<file path="config.mk">
export PLATFORM = sky130hd
export DESIGN_NAME = temporizador_ms
export DESIGN_NICKNAME = d
export VERILOG_FILES = /design/src/rtl/temporizador_pkg.sv /design/src/rtl/temporizador_ms.sv
export SDC_FILE = /design/constraint.sdc
export NUM_CORES = 1
export LEC_CHECK = 0
export ABC_AREA = 1
export CAP_MARGIN = 15
export CORE_MARGIN = 5
export CORE_UTILIZATION = 45
export DETAILED_ROUTE_END_ITERATION = 10
export PLACE_DENSITY = 0.76
export SYNTH_ARGS = -nofsm -noshare
export SYNTH_HDL_FRONTEND = slang
export SYNTH_SLANG_ARGS = --single-unit
</file>
<file path="constraint.sdc">
create_clock -name clk -period 1.45 [get_ports clk]
set_input_delay 0.29 -clock clk [delete_from_list [all_inputs] [get_ports clk]]
set_output_delay 0.29 -clock clk [all_outputs]
set_load 0.02 [all_outputs]
</file>
<file path="src/rtl/temporizador_pkg.sv">
// -----------------------------------------------------------------------------
// temporizador_pkg
//   Definitions shared by the millisecond timers and the tick generator that
//   feeds them.
//
//   LARGURA_PADRAO : default width of the duration/remaining counters (ms)
//   TICKS_POR_MS   : clk cycles per 1 ms at 50 MHz (used by the generator)
//   estado_t       : timer state, 2-bit encoding
// -----------------------------------------------------------------------------
package temporizador_pkg;

    localparam int LARGURA_PADRAO = 16;
    localparam int TICKS_POR_MS   = 50000;

    typedef enum logic [1:0] {
        OCIOSO   = 2'd0,
        CONTANDO = 2'd1,
        PAUSADO  = 2'd2
    } estado_t;

endpackage : temporizador_pkg

</file>
<file path="src/rtl/temporizador_ms.sv">
// -----------------------------------------------------------------------------
// temporizador_ms
//   Loadable millisecond countdown timer. Counts the external 1 ms strobe down
//   from a programmed duration and raises a 1-cycle pulse on expiry. Supports
//   start/restart, pause/resume toggle and cancel.
//
//   Optional build macro TEMPORIZADOR_AUTO_RELOAD_EN: periodic mode. On the
//   terminal tick the duration input is re-sampled and counting continues
//   (or stops if the new duration is 0). Without it the timer is one-shot.
//
// Ports
//   clk          in   system clock (50 MHz)
//   rst          in   synchronous reset, active-high
//   tick_1ms     in   1-cycle strobe per ms from the shared tick generator
//   iniciar      in   1-cycle: load duracao_ms and start (also restarts)
//   pausar       in   1-cycle: toggle counting <-> paused
//   cancelar     in   1-cycle: abort, no end pulse
//   duracao_ms   in   duration in ms, sampled on iniciar / auto-reload
//   restante_ms  out  remaining ms (registered)
//   ocupado      out  1 while counting or paused
//   pausado      out  1 while paused
//   fim          out  1-cycle expiry pulse
//
// Per-cycle command priority: cancelar > iniciar > pausar > tick_1ms.
// -----------------------------------------------------------------------------
module temporizador_ms
    import temporizador_pkg::*;
#(
    parameter int LARGURA = LARGURA_PADRAO
) (
    input  logic               clk,
    input  logic               rst,
    input  logic               tick_1ms,
    input  logic               iniciar,
    input  logic               pausar,
    input  logic               cancelar,
    input  logic [LARGURA-1:0] duracao_ms,
    output logic [LARGURA-1:0] restante_ms,
    output logic               ocupado,
    output logic               pausado,
    output logic               fim
);

    localparam logic [LARGURA-1:0] ZERO = '0;
    localparam logic [LARGURA-1:0] UM   = LARGURA'(1);

    estado_t            estado_q,   estado_d;
    logic [LARGURA-1:0] restante_q, restante_d;
    logic               fim_q,      fim_d;

    logic duracao_nula;
    assign duracao_nula = (duracao_ms == ZERO);

    // -------------------------------------------------------------------------
    // Next-state logic
    // -------------------------------------------------------------------------
    always_comb begin
        estado_d   = estado_q;
        restante_d = restante_q;
        fim_d      = 1'b0;

        unique case (estado_q)
            OCIOSO: begin
                // pausar, cancelar and ticks have no effect while idle
                if (!cancelar && iniciar) begin
                    if (duracao_nula) begin
                        // zero-length timer expires immediately
                        fim_d      = 1'b1;
                        restante_d = ZERO;
                    end else begin
                        restante_d = duracao_ms;
                        estado_d   = CONTANDO;
                    end
                end
            end

            CONTANDO: begin
                if (cancelar) begin
                    estado_d   = OCIOSO;
                    restante_d = ZERO;
                end else if (iniciar) begin
                    // restart; a coincident tick is not counted
                    if (duracao_nula) begin
                        fim_d      = 1'b1;
                        estado_d   = OCIOSO;
                        restante_d = ZERO;
                    end else begin
                        restante_d = duracao_ms;
                    end
                end else if (pausar) begin
                    // a tick in the same cycle is dropped
                    estado_d = PAUSADO;
                end else if (tick_1ms) begin
                    if (restante_q > UM) begin
                        restante_d = restante_q - UM;
                    end else begin
                        // terminal tick; the "<= 1" test also keeps a
                        // hypothetical 0 from wrapping
                        fim_d = 1'b1;
`ifdef TEMPORIZADOR_AUTO_RELOAD_EN
                        if (duracao_nula) begin
                            estado_d   = OCIOSO;
                            restante_d = ZERO;
                        end else begin
                            restante_d = duracao_ms;
                        end
`else
                        estado_d   = OCIOSO;
                        restante_d = ZERO;
`endif
                    end
                end
            end

            PAUSADO: begin
                // ticks ignored, remaining time frozen
                if (cancelar) begin
                    estado_d   = OCIOSO;
                    restante_d = ZERO;
                end else if (iniciar) begin
                    if (duracao_nula) begin
                        fim_d      = 1'b1;
                        estado_d   = OCIOSO;
                        restante_d = ZERO;
                    end else begin
                        restante_d = duracao_ms;
                        estado_d   = CONTANDO;
                    end
                end else if (pausar) begin
                    estado_d = CONTANDO;
                end
            end

            default: begin
                estado_d   = OCIOSO;
                restante_d = ZERO;
            end
        endcase
    end

    // -------------------------------------------------------------------------
    // State registers (reset aborts silently: no fim)
    // -------------------------------------------------------------------------
    always_ff @(posedge clk) begin
        if (rst) begin
            estado_q   <= OCIOSO;
            restante_q <= ZERO;
            fim_q      <= 1'b0;
        end else begin
            estado_q   <= estado_d;
            restante_q <= restante_d;
            fim_q      <= fim_d;
        end
    end

    assign restante_ms = restante_q;
    assign fim         = fim_q;
    assign ocupado     = (estado_q != OCIOSO);
    assign pausado     = (estado_q == PAUSADO);

endmodule : temporizador_ms

</file>
-- After elaboration in Yosys (flattened, before gate mapping)
Index checks and enable logic that the tools add are counted.
- flip-flop bits (word level): 19
- bits of input ports: 22
- output and inout bits: 19
- logic and storage cells: 56
- $add $sub $neg: 1
- $lt $le $gt $ge: 1
- equality and inequality tests: 11
- muxes and demuxes: 33
- reductions and logical operators: 7
- operators with widths (kind ; count):
    16-bit 2-to-1 mux ; 9
    16-bit case mux with 3 select lines ; 1
    2-bit 2-to-1 mux ; 11
    16-bit by 1-bit > comparator with 1-bit output, second input constant ; 1
    16-bit logical NOT ; 1
    4-bit inequality test, second input constant ; 4
    16-bit by 1-bit subtractor with 16-bit output, second input constant ; 1
    1-bit 2-to-1 mux ; 10
    5-bit inequality test, second input constant ; 2
    2-bit case mux with 3 select lines ; 1
    6-bit AND reduction ; 1
    2-bit inequality test, second input constant ; 2
    4-bit AND reduction ; 1
    3-bit inequality test, second input constant ; 1
    1-bit case mux with 3 select lines ; 1
    2-bit by 1-bit == test with 1-bit output, second input constant ; 1
    2-bit == test, second input constant ; 1
    2-bit logical NOT ; 1
    2-bit nonzero test ; 1
    1-bit logical AND ; 1
    1-bit logical NOT ; 1

-- Longest topological paths before layout
Gate-level depths: netlist of run 1.
- depth after elaboration: 7
- mapped depth: 12
- mapped depth without buffers: 12

-- Worst setup path after synthesis of run 1
Ideal clock, no wire load.
- kind: reg2reg
- from: register restante_q[0] (netlist: restante_ms[0])
- to: register restante_q[14] (netlist: restante_ms[14])
- arrival time: 1666 ps
- slack: -287 ps
- stages on the path, launching flop included: 12
- path buffers: 0
- clock period less this slack: 1737 ps
- path through: dfxtp_1 -> inv_1 -> ha_1 -> nand2_1 -> nand2_1 -> nand3_2 -> nand2_2 -> inv_2 -> nand2_1 -> o21bai_1 -> nand2_2 -> a21oi_2
- cells in the longest elaborated chain, start to end: 7
- ends and longest elaborated chain (item ; RTL line ; RTL):
    from (decl) ; temporizador_ms.sv:48 ; logic [LARGURA-1:0] restante_q, restante_d;
    from (signal assigned) ; temporizador_ms.sv:151 ; restante_q <= restante_d;
    16-bit by 1-bit subtractor with 16-bit output / 16-bit by 1-bit > comparator with 1-bit output (equally long branches) ; temporizador_ms.sv:95, temporizador_ms.sv:94 ;
    16-bit 2-to-1 mux (*) ; temporizador_ms.sv:94 ; if (restante_q > UM) begin
    16-bit 2-to-1 mux (*) ; temporizador_ms.sv:93 ; end else if (tick_1ms) begin
    16-bit 2-to-1 mux (*) ; temporizador_ms.sv:90 ; end else if (pausar) begin
    16-bit 2-to-1 mux (*) ; temporizador_ms.sv:81 ; end else if (iniciar) begin
    16-bit 2-to-1 mux (*) ; temporizador_ms.sv:78 ; if (cancelar) begin
    16-bit case mux with 3 select lines (*) ; temporizador_ms.sv:62 ; unique case (estado_q)
Mark *: on every way between the ends. The rest lies on a longest branch, timed or not. The select of a mux whose other input is x is not followed.
A chain may end at the register's enable or synchronous reset.

-- Worst setup path in the final report of run 1
- from: register restante_q[13] (netlist: restante_ms[13])
- to: register fim_q (netlist: fim)
- cells in the longest elaborated chain, start to end: 7
- ends and longest elaborated chain (item ; RTL line ; RTL):
    16-bit by 1-bit > comparator with 1-bit output ; temporizador_ms.sv:94 ;
    1-bit 2-to-1 mux ; temporizador_ms.sv:94 ;
    1-bit 2-to-1 mux ; temporizador_ms.sv:93 ;
    1-bit 2-to-1 mux ; temporizador_ms.sv:90 ;
    1-bit 2-to-1 mux ; temporizador_ms.sv:81 ;
    1-bit 2-to-1 mux ; temporizador_ms.sv:78 ;
    1-bit case mux with 3 select lines ; temporizador_ms.sv:62 ;
    to (signal assigned) ; temporizador_ms.sv:152 ; fim_q <= fim_d;
    to (decl) ; temporizador_ms.sv:49 ; logic fim_q, fim_d;
Every way passes these cells.

==> impl_metrics.env, run 1 <==
export IMPL_status="finished with violations"
export IMPL_violations="setup timing"
export IMPL_hold_slack_ps=453
export IMPL_first_global_vias=2573
export IMPL_rows=22
export IMPL_cts_clk_slew_worst_paths_ps=80
export IMPL_period_minus_slack_ps=1810
export IMPL_nets=425
export IMPL_arrival_ps=2010
export IMPL_ys_async_sr_fraction_pct=0
export IMPL_vias=2813
export IMPL_tightest_slew_ps=303
export IMPL_finalHoldViolations=0
export IMPL_drive_gt1_share_pct=58.3
export IMPL_post_place_ws_ps=-481
export IMPL_critPathCaptureType="register"
export IMPL_required_ps=1640
export IMPL_setup_slack_ps=-365
export IMPL_die_w_um=70.8
export IMPL_vias_per_cell=6.28
export IMPL_finalPower_mw=3.67
export IMPL_finClkSkew_ps=1.72
export IMPL_pin_count=41
export IMPL_synth_area_um2=1670
export IMPL_fin_util_pct=92.7
export IMPL_drcViolationCount=0
export IMPL_slew_headroom_pct=79.7
export IMPL_wl_met2_mm=4.54
export IMPL_setup_viol=19
export IMPL_critPathLaunchType="register"
export IMPL_h_tree_depth=1
export IMPL_place_hpwl_mm=4.21
export IMPL_synth_main_ff_cell="dfxtp_1"
export IMPL_mostFrequentLayoutCell="buf_4"
export IMPL_clk_insertion_delay_late_ps=270
export IMPL_overflow=0
export IMPL_syn_area_per_cell_um2=6.10
export IMPL_cts_sinks=19
export IMPL_layout_common_cells="buf_4, nand2_1, nand2_2"
export IMPL_die_area_um2=5020
export IMPL_power_density_nw_per_um2=1090
export IMPL_gp_congestion=0.886
export IMPL_routedLengthMet1_mm=3.69
export IMPL_final_cell_area_um2=3370
export IMPL_diodes=0
export IMPL_worst_path_max_delay_cell="dfxtp_2"
export IMPL_yosysSeqAreaShare_pct=22.8
export IMPL_drv_slew=0
export IMPL_critPathMaxFanout=6
export IMPL_postRouteAntennaNets=0
export IMPL_top_layer="met4"
export IMPL_worstReg2RegEnd="fim"
export IMPL_cts_root_buffer="clkbuf_8"
export IMPL_r2r_start="restante_ms[13]"
export IMPL_dieHeight_um=70.8
export IMPL_netlist_instances=273
export IMPL_leakage_nw=1.70
export IMPL_path_cells="nor2_2 -> nand2_1 -> nor2_4 -> nand3_4 -> nor3b_1 -> o21ai_1 -> a21oi_1"
export IMPL_portBuffers=40
export IMPL_drt_wirelength_per_cell_um=23.2
export IMPL_ys_ff_latch=19
export IMPL_grt_max_degree=15
export IMPL_yosysWarnings=0
export IMPL_coreArea_um2=3630
export IMPL_antenna_found_initial=0
export IMPL_numCtsBuffers=3
export IMPL_fmax_ghz=0.551
export IMPL_rsz0062_at_grt="true"
export IMPL_grt_pass1_wl_mm=12.6
export IMPL_dpl_cell_area_um2=2610
export IMPL_period_share_pct=125
export IMPL_whs_path_depth=5
export IMPL_start_util_pct=45.8
export IMPL_fillerInstances=136
export IMPL_cts_buffer_depth=2
export IMPL_dr_pass1_iters=6
export IMPL_drt_iter0_drc=416
export IMPL_min_delay_start="duracao_ms[11]"
export IMPL_reg2reg_depth=7
export IMPL_min_to="restante_ms[11]"
export IMPL_hold_path_class="primary input to register"
export IMPL_met3_length_mm=1.20
export IMPL_reg2reg_setup_slack_ps=-360
export IMPL_critical_path_max_stage_delay_ps=340
export IMPL_cts_tree="yes"
export IMPL_maxCapViolCount=0
export IMPL_grtUsageTotal_pct=32.1
export IMPL_synth_edf_count=0
export IMPL_postCtsHoldBufs=0
export IMPL_drt_wl_total_mm=10.4
export IMPL_synth_fp_nets=297
export IMPL_vdd_drop_max_v=0.000770
export IMPL_area_delta_synth_final_pct=102
export IMPL_yosys_cell_types_count=29
export IMPL_critPathKind="register to register"
==> layout make-up <==
class,count,area [µm²],area share [%]
multi-input cells,212,1560,46.3
repair buffers,128,1150,34.0
inverters,37,159,4.72
well taps,48,60.1,1.78
clock buffers,4,45.0,1.34
flip-flops and latches,19,399,11.8
==> cells in the mapped netlist, types with 3 or more instances <==
library cell / n / area share, %
inv_1: 30 / 6.8
xor2_1: 4 / 2.1
dfxtp_1: 19 / 23
a21oi_2: 10 / 5.3
nand2_1: 82 / 18
nor2_1: 32 / 7.2
clkbuf_1: 3 / 0.68
o21ai_0: 6 / 1.8
inv_2: 7 / 1.6
nand2_2: 12 / 4.5
o22ai_1: 5 / 1.9
nand4_1: 3 / 1.1
a21oi_1: 19 / 5.7
nand3_1: 18 / 5.4
==> how the worst max path moves through the flow <==
stage,start,to,cells after the start
floorplan,estado_q[1],restante_ms[10],10
global placement,iniciar,restante_ms[7],9
detailed placement,iniciar,restante_ms[7],9
CTS,estado_q[1],restante_ms[14],11
global route,restante_ms[13],restante_ms[5],11
finish,restante_ms[13],fim,7
==> per-layer routing <==
| layer | global-route usage, % | vias up |
|---|---|---|
| met3 | 4.26 | 122 |
| met5 | 0 | - |
| met1 | 37.9 | 1267 |
| li1 | - | 1130 |
| met4 | 22.1 | 0 |
| met2 | 53.6 | 294 |
==> timing repair <==
action                     CTS  global route
setup endpoints to repair   37            22
pin swaps                   44            37
setup buffers               19             8
cloned                       1             1
hold endpoints to repair     0             0
resized for setup          123            65
==> cells by family after synthesis <==
family	synth area share, %
buffers and inverters	10.4
flip-flops	22.8
adder cells (fa/ha/maj)	1.50
AO/OA/AOI/OAI	19.5
AND/OR/NAND/NOR	42.6
XOR/XNOR	3.16
==> per-stage QoR <==
| step | std cells | TNS (ps) |
|---|---|---|
| floorplan | 273 | -795 |
| global placement | 417 | -6170 |
| detailed placement | 417 | -7040 |
| CTS | 441 | -427 |
| global route | 448 | -4950 |
| finish | 448 | -4130 |
==> power breakdown <==
| part | switching (mW) | internal [mW] | total [mW] |
|---|---|---|---|
| sequential | 0.0860 | 0.588 | 0.674 |
| clock | 0.217 | 0.197 | 0.414 |
| combinational | 1.50 | 1.08 | 2.58 |
==> registers in the layout (all words and copies together) (netlist names) <==
name and count:
restante_ms 16, fim 1, estado_q 2
==> worst max-delay path: cells and delay by family, from the launching register on <==
kind	cells	cell delay (ps)
AND/OR/NAND/NOR	5	1060
AO/OA/AOI/OAI	2	330
flip-flops	1	340
Power figures use the tool's default switching activity.
==> run 2, diff against run 1 <==
CTS_CLUSTER_SIZE = 14   (was unset)
==> results of run 2 <==
The final DEF is identical to that of run 1; final timing and power are the same.
